===== config.mk =====
export PLATFORM = sky130hd
export DESIGN_NAME = mod_reduction
export DESIGN_NICKNAME = d
export VERILOG_FILES = /design/src/rtl/mod_reduction.sv
export SDC_FILE = /design/constraint.sdc
export NUM_CORES = 1
export LEC_CHECK = 0
export ABC_AREA = 1
export CORE_AREA = 4 4 276 224
export DETAILED_ROUTE_END_ITERATION = 8
export DIE_AREA = 0 0 280 228
export GPL_ROUTABILITY_DRIVEN = 0
export PLACE_DENSITY = 0.71
export SLEW_MARGIN = 20
export SYNTH_ARGS = -nofsm -noshare
export SYNTH_HDL_FRONTEND = slang
export SYNTH_SLANG_ARGS = --single-unit

===== constraint.sdc =====
create_clock -name clk -period 17 [get_ports clk]
set_input_delay 1.7 -clock clk [delete_from_list [all_inputs] [get_ports clk]]
set_output_delay 1.7 -clock clk [all_outputs]
set_load 0.02 [all_outputs]

===== src/rtl/mod_reduction.sv =====
// Sequential modular reducer r = a mod p using restoring shift-subtract, one dividend bit per clock.
// Optional macro MOD_REDUCTION_SHORTCUT_EN: operands already below p finish on the start edge.
module mod_reduction #(
  parameter int unsigned       width = 128,
  parameter logic [width-1:0]  p     = 128'd37
) (
  input  logic                 clk,
  input  logic                 reset,
  input  logic                 enable,
  input  logic [2*width-1:0]   a,
  output logic                 done,
  output logic [width-1:0]     r
);

  localparam int unsigned CW = $clog2(2*width+1);

  typedef enum logic [1:0] {IDLE, RUN, DONE} state_t;

  state_t               state_q, state_d;
  logic [2*width-1:0]   shreg_q, shreg_d;
  logic [width:0]       rem_q, rem_d;
  logic [CW-1:0]        cnt_q, cnt_d;
  logic [width-1:0]     r_q, r_d;

  logic [width:0]       t;
  logic [width:0]       p_ext;
  logic [width:0]       t_red;
  logic                 unused_rem_msb;

  // rem stays below p, so its top bit is always clear and drops out of the shift.
  assign t              = {rem_q[width-1:0], shreg_q[2*width-1]};
  assign p_ext          = {1'b0, p};
  assign t_red          = (t >= p_ext) ? (t - p_ext) : t;
  assign unused_rem_msb = rem_q[width];

  always_comb begin
    state_d = state_q;
    shreg_d = shreg_q;
    rem_d   = rem_q;
    cnt_d   = cnt_q;
    r_d     = r_q;
    case (state_q)
      IDLE: begin
        if (enable) begin
`ifdef MOD_REDUCTION_SHORTCUT_EN
          if (a < {{width{1'b0}}, p}) begin
            r_d     = a[width-1:0];
            state_d = DONE;
          end else begin
            shreg_d = a;
            rem_d   = '0;
            cnt_d   = CW'(2*width);
            state_d = RUN;
          end
`else
          shreg_d = a;
          rem_d   = '0;
          cnt_d   = CW'(2*width);
          state_d = RUN;
`endif
        end
      end
      RUN: begin
        shreg_d = shreg_q << 1;
        rem_d   = t_red;
        cnt_d   = cnt_q - CW'(1);
        if (cnt_q == CW'(1)) begin
          r_d     = t_red[width-1:0];
          state_d = DONE;
        end
      end
      DONE: begin
        // Holding enable high parks here; a new start needs enable to drop first.
        if (!enable) state_d = IDLE;
      end
      default: state_d = IDLE;
    endcase
  end

  always_ff @(posedge clk or posedge reset) begin
    if (reset) begin
      state_q <= IDLE;
      shreg_q <= '0;
      rem_q   <= '0;
      cnt_q   <= '0;
      r_q     <= '0;
    end else begin
      state_q <= state_d;
      shreg_q <= shreg_d;
      rem_q   <= rem_d;
      cnt_q   <= cnt_d;
      r_q     <= r_d;
    end
  end

  assign done = (state_q == DONE);
  assign r    = r_q;

endmodule


==> qor.csv, run 1 <==
stage,metric,value,unit
run,max-cap-violations,0,
sta,fmax,212.2,MHz
drt,avgRoutedWirePerCell,18.82,um
clock_network,clock_latency,0.62,ns
drt,drt-initial-drc-count,2926,
logic_synthesis,ys_warn_count,0,
setup_path,arrival,5.29,ns
drt,vias_per_cell,5.359,
setup_path,path_common_cell,buf_4,
global_route,antenna_found_initial,4,
die,initial_core_util,44.69,%
sta,timing.setup.tns,0,ns
sta,fin_hold_ws,0.4773,ns
finish,fin_cells,4680,
global_route,grt_pass1_vias,23710,
setup_path,cp_slowest_cell,buf_4,
setup_path,start_kind,input pin,
setup_path,reg2reg_slack,12.70,ns
global_route,grt_util_all_layers,26.78,%
setup_path,worstPathRequired,17.58,ns
outcome,outcome,finished clean,
clock_network,ctsHoldBuffers,0,
power,irDropWorstVdd,0.0001706,V
power,powerDensity,192.0,nW/um2
setup_path,crit_chain,clkdlybuf4s50_1 > inv_8 > buf_4 > buf_4 > buf_4,
worst_hold_path,hp-class,flop to flop,
setup_path,critPathMaxFanout,100,
finish,post-route-util,55.11,%
worst_hold_path,worstHoldPathCells,2,
logic_synthesis,ys_top_cells_by_area,"dfrtp_1, nand2_1, nand3_1",
finish,num-fill-cells,5577,
die,chipWidth,280,um
sta,min_period_over_period,27.73,%
logic_synthesis,ys_seq_area_share,49.50,%
clock_network,cts_setup_buffers,0,
place,dp_hpwl,63050,um
logic_synthesis,ys_ff_latch,523,
sta,fin_skew,0.03222,ns
sta,relSlewSlack,27.35,%
sta,drv_slew,0,
drt,remaining_drc_errors,0,
die,dieHeight,228,um
setup_path,critPathKind,input pin to asynchronous set/reset pin,
drt,first_pass_iters,8,
drt,vias,25080,
clock_network,cts_sinks,523,
setup_path,crit_path_end_kind,asynchronous set/reset pin,
die,io_pins,388,
setup_path,slowest_delay,0.89,ns
logic_synthesis,yosysTopAreaCellShare,49.50,%
clock_network,cts_max_path_buffers,3,
power,power,6.258,mW
clock_network,cts_tree,yes,
global_route,grt.overflow.total,0,
finish,area_delta_synth_final,23.32,%
finish,stdcell_area,32600,um2
die,coreArea,59160,um2
die,rows,80,
clock_network,clk_pin_slew_worst_paths,0.06,ns
sta,setup_slack,12.29,ns
setup_path,crit-reg2reg-launch,rem_q[67],
sta,rsz0062_at_grt,no,
setup_path,rr_worst_depth,13,
setup_path,r2r_end,rem_q[76],
clock_network,clockRootBuffer,clkbuf_16,
logic_synthesis,ys_types,33,
drt,routed_wl,88100,um
place,io_buffers,387,
clock_network,cts_max_level,2,
drt,ant_nets,0,
finish,nets,4120,
logic_synthesis,syn-cell-area,26440,um2
logic_synthesis,synth_fp_nets,3825,
logic_synthesis,synth.largest_area_cell,dfrtp_1,
sta,setup_viol,0,
logic_synthesis,syn_inst,3562,
sta,tightest_slew,1.090,ns
finish,ff_latch_area,13090,um2
finish,drive_gt1_share,3.309,%
worst_hold_path,min_to,r[62],
setup_path,cp_top_family,buffers and inverters,
logic_synthesis,avgSynthCellArea,7.422,um2
finish,multi_input_area,11700,um2
sta,min_period,4.713,ns
clock_network,cts_resized,0,
place,dp_slack,11.49,ns
clock_network,numCtsBuffers,53,
die,die_area,63840,um2
worst_hold_path,worstHoldStart,r[62],
power,leakage,15.89,nW
global_route,grt_max_degree,193,
setup_path,cp.buffers_inverters,5,
place,placed_cell_area,30750,um2
place,dp_cells,4581,
global_route,grt_pass1_wl,136000,um
sta,hold_viol_final,0,
==> where the power goes <==
part / internal, mW / switching (mW)
Combinational: 0.953 / 1.92
Clock: 0.721 / 0.524
Sequential: 1.78 / 0.357
Total: 3.45 / 2.81
==> layout make-up <==
| type | instances | area share (%) |
|---|---|---|
| timing repair buffer | 407 | 12.43 |
| tap | 779 | 2.990 |
| clock buffer | 69 | 4.529 |
| inverter | 247 | 2.897 |
| multi-input combinational | 2625 | 35.88 |
| sequential | 523 | 40.14 |
| antenna | 3 | 0.02303 |
| clock inverter | 27 | 1.109 |
==> cell usage in the layout (no fill, tap or decap), drive strengths merged, types with 4 or more instances in the layout <==
cell and count:
clkdlybuf4s50 387, inv 249, clkbuf 69, o21ai 85, o211ai 125, dfrtp 523, nand2 1443, xor2 97
ha 4, nand4 19, clkinv 15, buf 20, nand3 414, nor2 408, a21oi 5, nand3b 5
nor3 4, bufinv 7
==> synth_stat cells, drive strengths merged <==
cell,instances
a21oi,5
nor3,4
clkbuf,121
nor2,408
nand3b,5
buf,46
a22o,1
o21bai,2
nand4,19
o21ai,85
nand3,414
xor2,97
xnor2,2
dfrtp,523
o221ai,2
inv,247
nor4,2
and2,3
o22ai,3
mux2i,1
ha,4
o211ai,125
nand2,1443
==> registers in the layout, indices dropped and copies added (netlist names) <==
signal,cells
state_q,2
cnt_q,9
rem_q,128
shreg_q,256
r,128
==> per-layer routing <==
| metal | up-vias | GRT usage (%) | share of wire [%] |
|---|---|---|---|
| met5 | - | 0 | 0.015 |
| met4 | 2 | 8.106 | 3.4 |
| met3 | 214 | 7.861 | 9.9 |
| met2 | 1045 | 39.50 | 43 |
| met1 | 11970 | 38.34 | 43 |
| li1 | 11850 | - | - |
==> worst min-delay path, delay by kind of cell, from the launching register on <==
family	cells	cell delay (ns)
and+or+nand+nor	2	0.10
DFF	1	0.34
==> worst max path at each step <==
stage               startpoint        end  cells past startpoint  slack (ns)
finish                   reset      r[84]                      5       12.29
global route             reset      r[86]                      5       11.69
CTS                      reset  rem_q[82]                      5       12.13
detailed placement       reset      r[89]                      5       11.49
global placement         reset  rem_q[99]                      5       11.47
floorplan                reset   cnt_q[0]                      1        0.69
==> logic make-up (layout without fill, tap and decap cells) <==
family / count (synthesis) / count (layout) / synth area share [%]
AOI/OAI and AO/OA: 223 / 223 / 5.480
xor gates and xnor gates: 99 / 99 / 3.280
adders and majority gates: 4 / 4 / 0.1893
other: 0 / 3 / 0
DFF: 523 / 523 / 49.50
buffers and inverters: 414 / 750 / 6.337
muxes: 1 / 1 / 0.03786
and+or+nand+nor: 2298 / 2298 / 35.17
(Power assumes the default switching activity.)
==> inputs of run 2 (changes only) <==
--- a/config.mk
+++ b/config.mk
@@ -10,7 +10,7 @@
 export DETAILED_ROUTE_END_ITERATION = 8
 export DIE_AREA = 0 0 280 228
 export GPL_ROUTABILITY_DRIVEN = 0
-export PLACE_DENSITY = 0.71
+export PLACE_DENSITY = 0.68
 export SLEW_MARGIN = 20
 export SYNTH_ARGS = -nofsm -noshare
 export SYNTH_HDL_FRONTEND = slang
==> constraint.sdc (replaced) <==
create_clock -name clk -period 4.6 [get_ports clk]
set_input_delay 0.46 -clock clk [delete_from_list [all_inputs] [get_ports clk]]
set_output_delay 0.46 -clock clk [all_outputs]
set_load 0.02 [all_outputs]
==> run 2 against run 1 <==
Net effect: global-route usage rose by 0.52 points; clock skew shrank 0.014 ns; die area unchanged; sequential cell count stayed put; non-clock buffer count is 8 higher; total power grew to 3.7 times the previous value; clock power rose to 3.8 times the previous value; critical path type is now flop to flop.
==> qor.csv, run 2 (synthesis results as in run 1) <==
stage,metric,value,unit
clock_network,clock_latency,0.63,ns
drt,drt-initial-drc-count,2989,
place,dp_hpwl,64610,um
global_route,grt.overflow.total,0,
setup_path,start_kind,flop,
global_route,antenna_found_initial,16,
global_route,grt_util_all_layers,27.29,%
finish,post-route-util,55.65,%
drt,remaining_drc_errors,0,
sta,fin_skew,0.01846,ns
setup_path,crit-reg2reg-launch,shreg_q[255],
drt,routed_wl,89090,um
sta,fin_hold_ws,0.1946,ns
finish,largest_reg_flops,256,
clock_network,cts_tree,yes,
global_route,grt_max_degree,242,
finish,final_cell_mix,"nand2_1, dfrtp_1, nand3_1, nor2_1, clkdlybuf4s50_1",
finish,drive_gt1_share,3.502,%
clock_network,cts_max_level,2,
die,die_area,63840,um2
finish,area_delta_synth_final,24.51,%
sta,hold_viol_final,0,
worst_hold_path,hp-class,input pin to asynchronous set/reset pin,
setup_path,crit_path_end_kind,flop,
drt,vias_per_cell,5.282,
power,leakage,16.01,nW
drt,ant_nets,0,
sta,min_period_over_period,69.89,%
clock_network,cts_max_path_buffers,3,
setup_path,arrival,3.77,ns
die,io_pins,388,
global_route,grt_pass1_wl,137800,um
clock_network,ctsHoldBuffers,0,
die,coreArea,59160,um2
die,chipWidth,280,um
outcome,outcome,finished clean,
clock_network,numCtsBuffers,55,
run,max-cap-violations,0,
finish,layout_commonest_cell,nand2_1,
sta,setup_viol,0,
finish,num-fill-cells,5648,
sta,drv_slew,0,
power,powerDensity,708.9,nW/um2
clock_network,cts_sinks,523,
setup_path,crit_start,shreg_q[255],
clock_network,clk_pin_slew_worst_paths,0.06,ns
global_route,grt_pass1_vias,23660,
sta,min_period,3.215,ns
drt,vias,24860,
die,rows,80,
sta,relSlewSlack,27.59,%
die,initial_core_util,44.69,%
clock_network,cts_resized,0,
drt,first_pass_iters,8,
setup_path,critPathMaxFanout,6,
place,placed_cell_area,30930,um2
sta,fmax,311.0,MHz
setup_path,worstPathRequired,5.15,ns
sta,tightest_slew,1.086,ns
finish,stdcell_area,32920,um2
clock_network,cts_setup_buffers,0,
drt,avgRoutedWirePerCell,18.93,um
clock_network,clockRootBuffer,clkbuf_16,
finish,nets,4130,
sta,rsz0062_at_grt,no,
setup_path,reg2reg_slack,1.39,ns
finish,top_register,shreg_q,
die,dieHeight,228,um
power,irDropWorstVdd,0.0005036,V
place,io_buffers,387,
setup_path,critPathKind,flop to flop,
==> run 2: cell count changes in the layout (fill, tap and decap cells not counted), sizes merged <==
cell / delta
diode: +12
clkinvlp: -1
clkinv: -6
clkbuf: +15
buf: +8
bufinv: -2
==> run 2: final timing paths <==
kind / endpoint / cells past startpoint
worst max-delay path: r[116] / 13
worst min-delay path: shreg_q[217] / 2
worst max register to register: r[116] / 13
worst min register to register: r[11] / 2
max in group asynchronous: rem_q[85] / 3
min in group clk: shreg_q[29] / 3
==> run 2: cell type report <==
type                            instances  area, um2  area share [%]
Clock buffer                           84       1657           5.033
Timing Repair Buffer                  415       4254           12.92
Tap cell                              779      974.7           2.961
Sequential cell                       523      13090           39.76
Multi-Input combinational cell       2625      11700           35.54
Clock inverter                         18      269.0          0.8172
Inverter                              247      940.9           2.858
Antenna cell                           15      37.54          0.1140
==> run 2: critical path, cell delays in order, from the launching register on <==
cell	delay, ns
dfrtp_1	0.43
inv_1	0.13
ha_1	0.19
inv_1	0.11
nand2_1	0.13
nand2_1	0.16
nand2_1	0.16
nand2_1	0.20
nor2_1	0.42
nand2_1	0.26
nor2_1	0.47
xor2_1	0.29
nand3_1	0.12
nand2_1	0.09
==> run 2: report_power, final <==
part           internal (mW)  leakage [nW]  switching, mW
clock                   2.78         0.946           1.96
combinational           3.58          8.35           7.13
sequential              6.57          6.72           1.32
total                   12.9          16.0           10.4
==> run 2: layer usage <==
metal  GRT usage, %  share of wire [%]  vias to the layer above
met5              0                  0                        -
met2          39.48                 43                     1051
li1               -                  -                    11870
met1          39.32                 43                    11710
met3          7.708                 10                      224
met4          9.737                3.8                        0
==> run 2: through the flow <==
step | total power, mW | worst slack, ns | TNS [ns] | std cells
6_report | 23.34 | 1.385 | 0 | 4706
5_1_grt | 24.98 | 1.294 | 0 | 4705
4_1_cts | 23.14 | 1.561 | 0 | 4690
3_5_place_dp | 18.30 | 1.393 | 0 | 4588
3_3_place_gp | 18.18 | 1.434 | 0 | 4588
2_1_floorplan | 14.77 | -2.966 | -1551.32 | 3562
